File: src/rtl/wb_sram_arb.sv
// Round-robin Wishbone arbiter: shares one WB slave (the SRAM controller) between NUM_MASTERS
// masters. Ownership is held for as long as the owner keeps cyc asserted. A watchdog returns err
// if the slave stalls, so a hung slave cannot lock the bus.
module wb_sram_arb #(
    parameter int unsigned NUM_MASTERS = 3,
    parameter int unsigned TIMEOUT     = 255
) (
    input  logic                      clk,
    input  logic                      reset,
    input  logic [NUM_MASTERS-1:0]    m_cyc_i,
    input  logic [NUM_MASTERS-1:0]    m_stb_i,
    input  logic [NUM_MASTERS-1:0]    m_we_i,
    input  logic [32*NUM_MASTERS-1:0] m_adr_i,
    input  logic [4*NUM_MASTERS-1:0]  m_sel_i,
    input  logic [32*NUM_MASTERS-1:0] m_dat_i,
    output logic [31:0]               m_dat_o,
    output logic [NUM_MASTERS-1:0]    m_ack_o,
    output logic [NUM_MASTERS-1:0]    m_err_o,
    output logic                      s_cyc_o,
    output logic                      s_stb_o,
    output logic                      s_we_o,
    output logic [31:0]               s_adr_o,
    output logic [3:0]                s_sel_o,
    output logic [31:0]               s_dat_o,
    input  logic [31:0]               s_dat_i,
    input  logic                      s_ack_i,
    output logic [NUM_MASTERS-1:0]    grant_o
);

    localparam int unsigned IdxW = (NUM_MASTERS > 1) ? $clog2(NUM_MASTERS) : 1;
    // One extra bit so pointer + offset cannot overflow before the wrap subtraction.
    localparam int unsigned ExtW = IdxW + 1;
    localparam logic [7:0]      TimeoutCnt = 8'(TIMEOUT);
    localparam logic [IdxW-1:0] LastIdx    = IdxW'(NUM_MASTERS - 1);

    typedef enum logic [1:0] {StIdle, StBusy, StGap} state_e;

    state_e                 state_q;
    logic [NUM_MASTERS-1:0] grant_q;
    logic [IdxW-1:0]        owner_q;
    logic [IdxW-1:0]        last_q;
    logic [7:0]             wdog_q;

    logic                   owner_cyc;
    logic                   owner_stb;
    logic [IdxW-1:0]        pick_idx;
    logic [NUM_MASTERS-1:0] pick_oh;
    logic                   ack_ok;
    logic                   timeout;

    // Round-robin pick: first requester after the last owner, wrapping at NUM_MASTERS-1.
    always_comb begin
        logic            found;
        logic [ExtW-1:0] idx;
        found    = 1'b0;
        idx      = '0;
        pick_idx = '0;
        pick_oh  = '0;
        for (int k = 1; k <= int'(NUM_MASTERS); k++) begin
            idx = {1'b0, last_q} + ExtW'(k);
            if (idx >= ExtW'(NUM_MASTERS)) begin
                idx = idx - ExtW'(NUM_MASTERS);
            end
            if (!found && m_cyc_i[idx[IdxW-1:0]]) begin
                found                  = 1'b1;
                pick_idx               = idx[IdxW-1:0];
                pick_oh[idx[IdxW-1:0]] = 1'b1;
            end
        end
    end

    // AND-OR mux of the owner's signals; everything reads zero while nobody is granted.
    always_comb begin
        owner_cyc = 1'b0;
        owner_stb = 1'b0;
        s_we_o    = 1'b0;
        s_adr_o   = '0;
        s_sel_o   = '0;
        s_dat_o   = '0;
        for (int i = 0; i < int'(NUM_MASTERS); i++) begin
            if (grant_q[i]) begin
                owner_cyc = m_cyc_i[i];
                owner_stb = m_stb_i[i];
                s_we_o    = m_we_i[i];
                s_adr_o   = m_adr_i[32*i +: 32];
                s_sel_o   = m_sel_i[4*i +: 4];
                s_dat_o   = m_dat_i[32*i +: 32];
            end
        end
    end

    assign s_cyc_o = owner_cyc & (state_q != StIdle);
    // Strobe is masked outside BUSY so the slave never sees a duplicate request in GAP.
    assign s_stb_o = owner_cyc & owner_stb & (state_q == StBusy);
    // Acks outside an active strobe (e.g. late acks after a timeout) are dropped.
    assign ack_ok  = s_stb_o & s_ack_i;
    assign timeout = s_stb_o & ~s_ack_i & (wdog_q == TimeoutCnt);
    assign m_ack_o = ack_ok  ? grant_q : '0;
    assign m_err_o = timeout ? grant_q : '0;
    assign m_dat_o = s_dat_i;
    assign grant_o = grant_q;

    // Arbitration FSM with grant, pointer and watchdog state.
    always_ff @(posedge clk or posedge reset) begin
        if (reset) begin
            state_q <= StIdle;
            grant_q <= '0;
            owner_q <= '0;
            last_q  <= LastIdx;
            wdog_q  <= '0;
        end else begin
            case (state_q)
                StIdle: begin
                    wdog_q <= '0;
                    if (|m_cyc_i) begin
                        grant_q <= pick_oh;
                        owner_q <= pick_idx;
                        state_q <= StBusy;
                    end
                end
                StBusy: begin
                    if (!owner_cyc) begin
                        state_q <= StIdle;
                        grant_q <= '0;
                        last_q  <= owner_q;
                        wdog_q  <= '0;
                    end else if (ack_ok || timeout) begin
                        state_q <= StGap;
                        wdog_q  <= '0;
                    end else if (s_stb_o) begin
                        wdog_q <= wdog_q + 8'd1;
                    end
                end
                StGap: begin
                    wdog_q <= '0;
                    if (owner_cyc) begin
                        state_q <= StBusy;
                    end else begin
                        state_q <= StIdle;
                        grant_q <= '0;
                        last_q  <= owner_q;
                    end
                end
                default: begin
                    state_q <= StIdle;
                    grant_q <= '0;
                end
            endcase
        end
    end

endmodule

File: config.mk
export PLATFORM = sky130hd
export DESIGN_NAME = wb_sram_arb
export DESIGN_NICKNAME = d
export VERILOG_FILES = /design/src/rtl/wb_sram_arb.sv
export SDC_FILE = /design/constraint.sdc
export NUM_CORES = 1
export LEC_CHECK = 0
export BUFFER_PORTS_ARGS = -buffer_cell sky130_fd_sc_hd__clkbuf_2
export CAP_MARGIN = 10
export CORE_AREA = 8 8 133 135
export CTS_CLUSTER_DIAMETER = 150
export DETAILED_ROUTE_END_ITERATION = 10
export DIE_AREA = 0 0 141 143
export GPL_TIMING_DRIVEN = 1
export PLACE_DENSITY_LB_ADDON = 0.05
export SETUP_SLACK_MARGIN = 0.05
export SYNTH_ARGS = -nofsm -noshare
export SYNTH_HDL_FRONTEND = slang
export SYNTH_SLANG_ARGS = --single-unit
File: constraint.sdc
create_clock -name clk -period 1.9 [get_ports clk]
set_input_delay 0.095 -clock clk [delete_from_list [all_inputs] [get_ports clk]]
set_output_delay 0.095 -clock clk [all_outputs]
set_load 0.02 [all_outputs]
==> metrics.txt, run 1 <==
VDD IR max 523 uV; worst reg-to-reg setup slack -0.04 ns; pwr dens 1430 nW/um2; worst r2r dst grant_o[1]; area share of the largest cell type after synthesis 0.180; Setup Skew 0.00911 ns; worst r2r path cells 8; data required time of the worst path 2.03 ns; aggregate global-route resource usage 0.158; Gate Count Post-Synth 437; Area growth, synth to finish 96.2%; Hold Crit Depth 0; area leader, netlist a22oi_1; DRT antenna net count 0; largest net degree at the start of global routing 75; EDFF count, synth 0; RR Startpoint last_q[1]; Leak Pwr 2.74 nW; Finished Core Util 0.372; kind of critical path reg -> reg; Clock Sink Count 17; total of max-cap violations 0; n_diodes 0; dpl cells 923; Syn Nets 697; post-synth cell types 49; register share of total power 0.065; share of cells above drive strength 1 0.606; post-synthesis compound-gate area fraction 0.425; P_sw 4.19 mW; Syn Std Cell Area 2960 um2; Seq cells post-synth 17; 1st-iter DRT viols 176; initial antenna violation count 0; Int Pwr 4.09 mW; CP startpoint kind register; pins over their slew limit 0; clk slew on worst S/H paths 0.05 ns; Port Buffers 295; most common library cells after synthesis 87 x nand2_1, 74 x o21ai_0, 71 x a22oi_1; Cell Chain, Critical Path inv_2 -> buf_6 -> ha_4 -> or2b_1 -> a32o_2 -> a32oi_1 -> nor2_1 -> a221o_1; fin cells 952; total congestion overflow 0; Final WS setup -0.0371 ns; prevailing post-synth register cell dfrtp_1; Die Y 143 um; Critical Path Slowest Stage Cell dfstp_2; largest family of logic cells by synthesized area compound AO/OA/AOI/OAI gates; GP Congestion 0.856; logic gate share of total power 0.882; CTS tree yes; final-report setup violation count 5; Routed wire per std cell 19.2 um; Post-Synth Adder-Cell Area 0.0507; Final Critical Period 1.94 ns; Yosys warning count 0; Avg Cell Area, Syn 6.77 um2; Hold Path End m_dat_o[30]; initial core utilization 0.190; H-tree lvl count 1; xor-xnor portion of the synthesized cell area 0; largest cells by area after synthesis a22oi_1 18%, dfrtp_1 14%, o21ai_0 13%; count leader, synth nand2_1; DRC violations left 0; Synth async-reset ratio 1.00; Rel. slew slack 0.510; total detailed-routing wirelength 18200 um; clock share of power 0.053; Critical Path End Type register; vias in the first global route 4422; CP bufs+invs 2; Root Driver clkbuf_16; Core Area 15600 um2; Nets 997; Fmax 0.516 GHz; worst slew pin tran 0.734 ns; RSZ-0062 raised after global routing true; number of vias per cell 4.67; Row Count 46; TNS Setup -0.104 ns; first-pass GRT wire length 25100 um; sw frac 0.506; drt pass-1 iters 5; CTS max path bufs 2; Die ar. 20200 um2; violated checks setup timing; Hold Path Class in -> out; Die X 141 um; simple-gate share of the synthesized area 0.213; Setup WS pre-CTS -0.0903 ns; Clk Latency, worst-skew pair 0.25 ns; dpl hpwl 14300 um; Final period util 1.02; TritonCTS buffer count 3; sequential fraction of the synthesis area 0.144; Top Family by Delay on Critical Path compound AO/OA/AOI/OAI gates; Arrival @ worst endpoint 2.07 ns; routed via count 4443; status finished, violations left; Final Hold Fails 0; critical-path maximum fanout 4; proportion of synthesized area in mux cells 0.0216; hold path start s_dat_i[30]; Worst path max stage delay 0.53 ns; # IOs 360
## how the worst max path moves through the flow
stage / depth (start not counted) / end / startpoint
after global routing: 6 / wdog_q[6] / grant_o[1]
after detailed placement: 7 / grant_o[1] / last_q[1]
final: 8 / grant_o[1] / last_q[1]
after global placement: 7 / grant_o[1] / last_q[1]
after CTS: 7 / m_err_o[0] / grant_o[1]
after floorplan: 8 / grant_o[1] / last_q[1]
## through the flow
step	total power, mW	cell area (um2)	hold WS (ns)
after floorplan	3.92	3020	0.0202
after global placement	6.06	4740	0.190
after detailed placement	6.04	4740	0.190
after CTS	7.37	5270	0.190
after global routing	8.86	5810	0.190
final	8.28	5810	0.190
## final cells by class
| cell class | count | area (um2) |
|---|---|---|
| inverter | 12 | 47.5 |
| clock inverter | 1 | 5.00 |
| fill | 1645 | 9790 |
| timing repair buffer | 364 | 2540 |
| tap | 216 | 270 |
| sequential | 17 | 433 |
| multi-input combinational | 339 | 2430 |
| clock buffer | 3 | 75.1 |
## power groups by stage
stage,clock network (mW),logic (mW),registers [mW]
2_1_floorplan,0,3.35,0.569
3_3_place_gp,0,5.52,0.536
3_5_place_dp,0,5.51,0.531
4_1_cts,0.460,6.38,0.530
5_1_grt,0.473,7.84,0.547
6_report,0.442,7.31,0.535
## sequential cells by signal, summed over array words and instances, names as in the netlist
signal / flops
last_q: 2
grant_o: 3
wdog_q: 8
owner_q: 2
state_q: 2
## per-layer routing
layer  global-route usage  share of wire  vias to the layer above
met5                    0              0                        -
met4               0.0339          0.016                        0
met3               0.0467          0.079                       28
met2                0.294           0.52                      212
met1                0.172           0.39                     2034
li1                     -              -                     2169
## cell families (layout without fill, tap and decap cells)
kind of cell	count (synthesis)	count (layout)
DFF	17	17
adders and majority gates	12	12
muxes	6	6
buffers and inverters	81	380
and+or+nand+nor	140	140
AOI/OAI and AO/OA	181	181
## timing repair
item	in CTS	in global routing
resized for setup	89	198
pin swaps	11	42
buffers inserted	13	2
cloned	3	6
hold endpoints to repair	16	0
hold buffers	1	0
endpoints found under the setup margin	69	78
## cell usage in the layout, fill, tap and decap left out, types with 8 or more instances in the layout
cell | netlist | layout
nand3_1 | 10 | 8
nand2_1 | 87 | 87
buf_4 | 32 | 105
a22oi_2 | 0 | 39
dfrtp_1 | 16 | 13
clkbuf_16 | 0 | 9
a22oi_1 | 71 | 32
clkbuf_2 | 0 | 220
nor2_1 | 11 | 10
inv_1 | 12 | 10
buf_6 | 0 | 11
ha_1 | 12 | 9
o21ai_1 | 0 | 66
Power figures use the tool's default switching activity.
==> inputs of run 2 (changes only) <==
==> constraint.sdc (replaced) <==
create_clock -name clk -period 1.9 [get_ports clk]
set_input_delay 0.19 -clock clk [delete_from_list [all_inputs] [get_ports clk]]
set_output_delay 0.19 -clock clk [all_outputs]
set_load 0.02 [all_outputs]
==> run 2 against run 1 <==
The run still ends with setup timing left. Register-to-register slack is essentially flat. Via count grew 1.6%. Die area is the same. Clock-buffer cell count grew 1. Worst hold slack gained 0.19 ns. Routed wire length grew 1.0%. Critical path type unchanged. Flip-flop and latch count is the same. Largest cell class unchanged. Global-route usage grew 0.78 points. Largest power group unchanged. Sequential share of layout area shrank 0.55 points. Sequential power is essentially flat. Setup slack lost 0.0037 ns. Fmax shrank 0.19%.
==> metrics.txt, run 2 (synthesized netlist as in run 1, its figures left out) <==
initial core utilization 0.190 (unchanged); total congestion overflow 0 (unchanged); violated checks setup timing; Clk Latency, worst-skew pair 0.24 ns (about the same); Row Count 46 (unchanged); worst r2r path cells 7 (-1); Setup Skew 0.00299 ns (-0.00612 ns); CTS max path bufs 2 (unchanged); CP startpoint kind register; VDD IR max 587 uV (+12%); final-report setup violation count 21 (+16); Most flops, register wdog_q; Worst path max stage delay 0.44 ns (-0.09 ns); initial antenna violation count 1 (+1); Setup WS pre-CTS -0.0986 ns (-0.00840 ns); leading cell type in the layout, fill and taps excluded clkbuf_2; Fillers 1579 (-4.0%); Root Driver clkbuf_16; critical-path maximum fanout 5 (+1); n_diodes 0 (unchanged); Leak Pwr 2.85 nW (+3.7%); vias in the first global route 4634 (+4.8%); drt pass-1 iters 4 (-1); pwr dens 1420 nW/um2 (-0.14%); Final Hold Fails 0 (unchanged); number of flip-flops under the largest register name 8 (unchanged); Core Area 15600 um2 (unchanged); Die ar. 20200 um2 (unchanged); dpl hpwl 13800 um (-3.1%); GP Congestion 0.862 (+0.68%); DRC violations left 0 (unchanged); Critical Path End Type register; Routed wire per std cell 19.3 um (+0.83%); Finished Core Util 0.402 (+0.0294); Fmax 0.515 GHz (-0.19%); Final WS setup -0.0408 ns (-0.00369 ns); Clock Sink Count 17 (unchanged); Cell Chain, Critical Path nand3b_1 -> buf_4 -> a2111o_1 -> a41oi_4 -> buf_4 -> nand3_1 -> o311ai_4; worst r2r dst wdog_q[6]; worst slew pin tran 0.511 ns (-0.223 ns); pins over their slew limit 0 (unchanged); first-pass GRT wire length 26300 um (+4.6%); total of max-cap violations 0 (unchanged); Hold Crit Depth 0 (unchanged); Final Critical Period 1.94 ns (+0.00369 ns); RSZ-0062 raised after global routing true; commonest cells after routing, fill and taps aside 218 x clkbuf_2, 87 x nand2_1, 80 x buf_4; Critical Path Slowest Stage Cell dfrtp_2; RR Startpoint grant_o[1]; data required time of the worst path 2.05 ns (+0.02 ns); routed via count 4514 (+1.6%); TritonCTS buffer count 3 (unchanged); 1st-iter DRT viols 180 (+2.3%); share of cells above drive strength 1 0.682 (+0.0756); worst reg-to-reg setup slack -0.04 ns (about the same); status finished, violations left; Arrival @ worst endpoint 2.09 ns (+0.02 ns); number of vias per cell 4.73 (+1.4%); Rel. slew slack 0.659 (+0.149); kind of critical path reg -> reg; Final period util 1.02 (+0.00194); aggregate global-route resource usage 0.165 (+0.00781); H-tree lvl count 1 (unchanged); Nets 999 (+0.20%); DRT antenna net count 0 (unchanged); CTS tree yes; Port Buffers 295 (unchanged); Hold Path Class in -> out; most frequent CP cell buf_4; Die Y 143 um (unchanged); clk slew on worst S/H paths 0.05 ns (about the same); CP endpoint wdog_q[6]; total detailed-routing wirelength 18400 um (+1.0%); Area growth, synth to finish 112%; largest net degree at the start of global routing 73 (-2.7%); CP startpoint grant_o[1]; Die X 141 um (unchanged); # IOs 360 (unchanged)
[run 2: cell types whose count changed in the layout (fill, tap and decap cells not counted), moves of 6 or more]
cell | previous run | this run
o21ai_1 | 66 | 47
buf_6 | 11 | 20
a22oi_1 | 32 | 3
clkbuf_8 | 4 | 17
a22oi_2 | 39 | 68
o21ai_2 | 3 | 25
buf_12 | 6 | 12
buf_4 | 105 | 80
[run 2: worst max-delay path: cells and delay by family (launching register included)]
family,cells,cell delay (ns)
AOI/OAI and AO/OA,3,0.72
buffers and inverters,2,0.34
DFF,1,0.44
and+or+nand+nor,2,0.35
[run 2: layout make-up]
class                   count  area, um2  area share
clock buffers               4       78.8      0.0126
flip-flops and latches     17        433      0.0691
multi-input cells         339       2700       0.430
repair buffers            366       2740       0.437
inverters                  12       50.0     0.00798
well taps                 216        270      0.0431
[run 2: where the power goes]
part / switching [mW] / internal (mW) / leakage [nW]
logic: 4.18 / 3.79 / 2.59
registers: 0.0755 / 0.459 / 0.222
clock network: 0.134 / 0.285 / 0.0382
total: 4.39 / 4.54 / 2.85
[run 2: how the worst min path moves through the flow]
stage | from | to | slack (ns)
floorplan | reset | grant_o[0] | 0.12
global placement | reset | grant_o[2] | 0.21
detailed placement | reset | grant_o[2] | 0.21
CTS | s_dat_i[11] | m_dat_o[11] | 0.38
global route | s_dat_i[18] | m_dat_o[18] | 0.38
finish | s_dat_i[14] | m_dat_o[14] | 0.38
[run 2: what timing repair did]
item	4_1_cts	5_1_grt
cloned	8	4
resized for setup	152	153
hold buffers	1	0
pin swaps	15	44
hold endpoints to repair	16	0
setup endpoints to repair	80	92
setup buffers	16	4
[run 2: layer usage]
metal	vias to the layer above	global-route usage	part of all wire
met5	-	0	0
met4	0	0.0543	0.026
met3	40	0.0451	0.082
met2	239	0.302	0.52
met1	2059	0.181	0.37
li1	2176	-	-
[run 2: metrics by stage]
stage | instances | hold WS [ns] | TNS [ns] | total power [mW] | cell area [um2]
after floorplan | 437 | 0.115 | -0.0602 | 4.15 | 3100
after global placement | 921 | 0.209 | -0.235 | 6.15 | 4800
after detailed placement | 921 | 0.212 | -0.213 | 6.12 | 4800
after CTS | 950 | 0.380 | -1.92 | 8.35 | 5850
after global routing | 954 | 0.380 | -4.44 | 9.53 | 6270
final | 954 | 0.380 | -0.371 | 8.92 | 6270
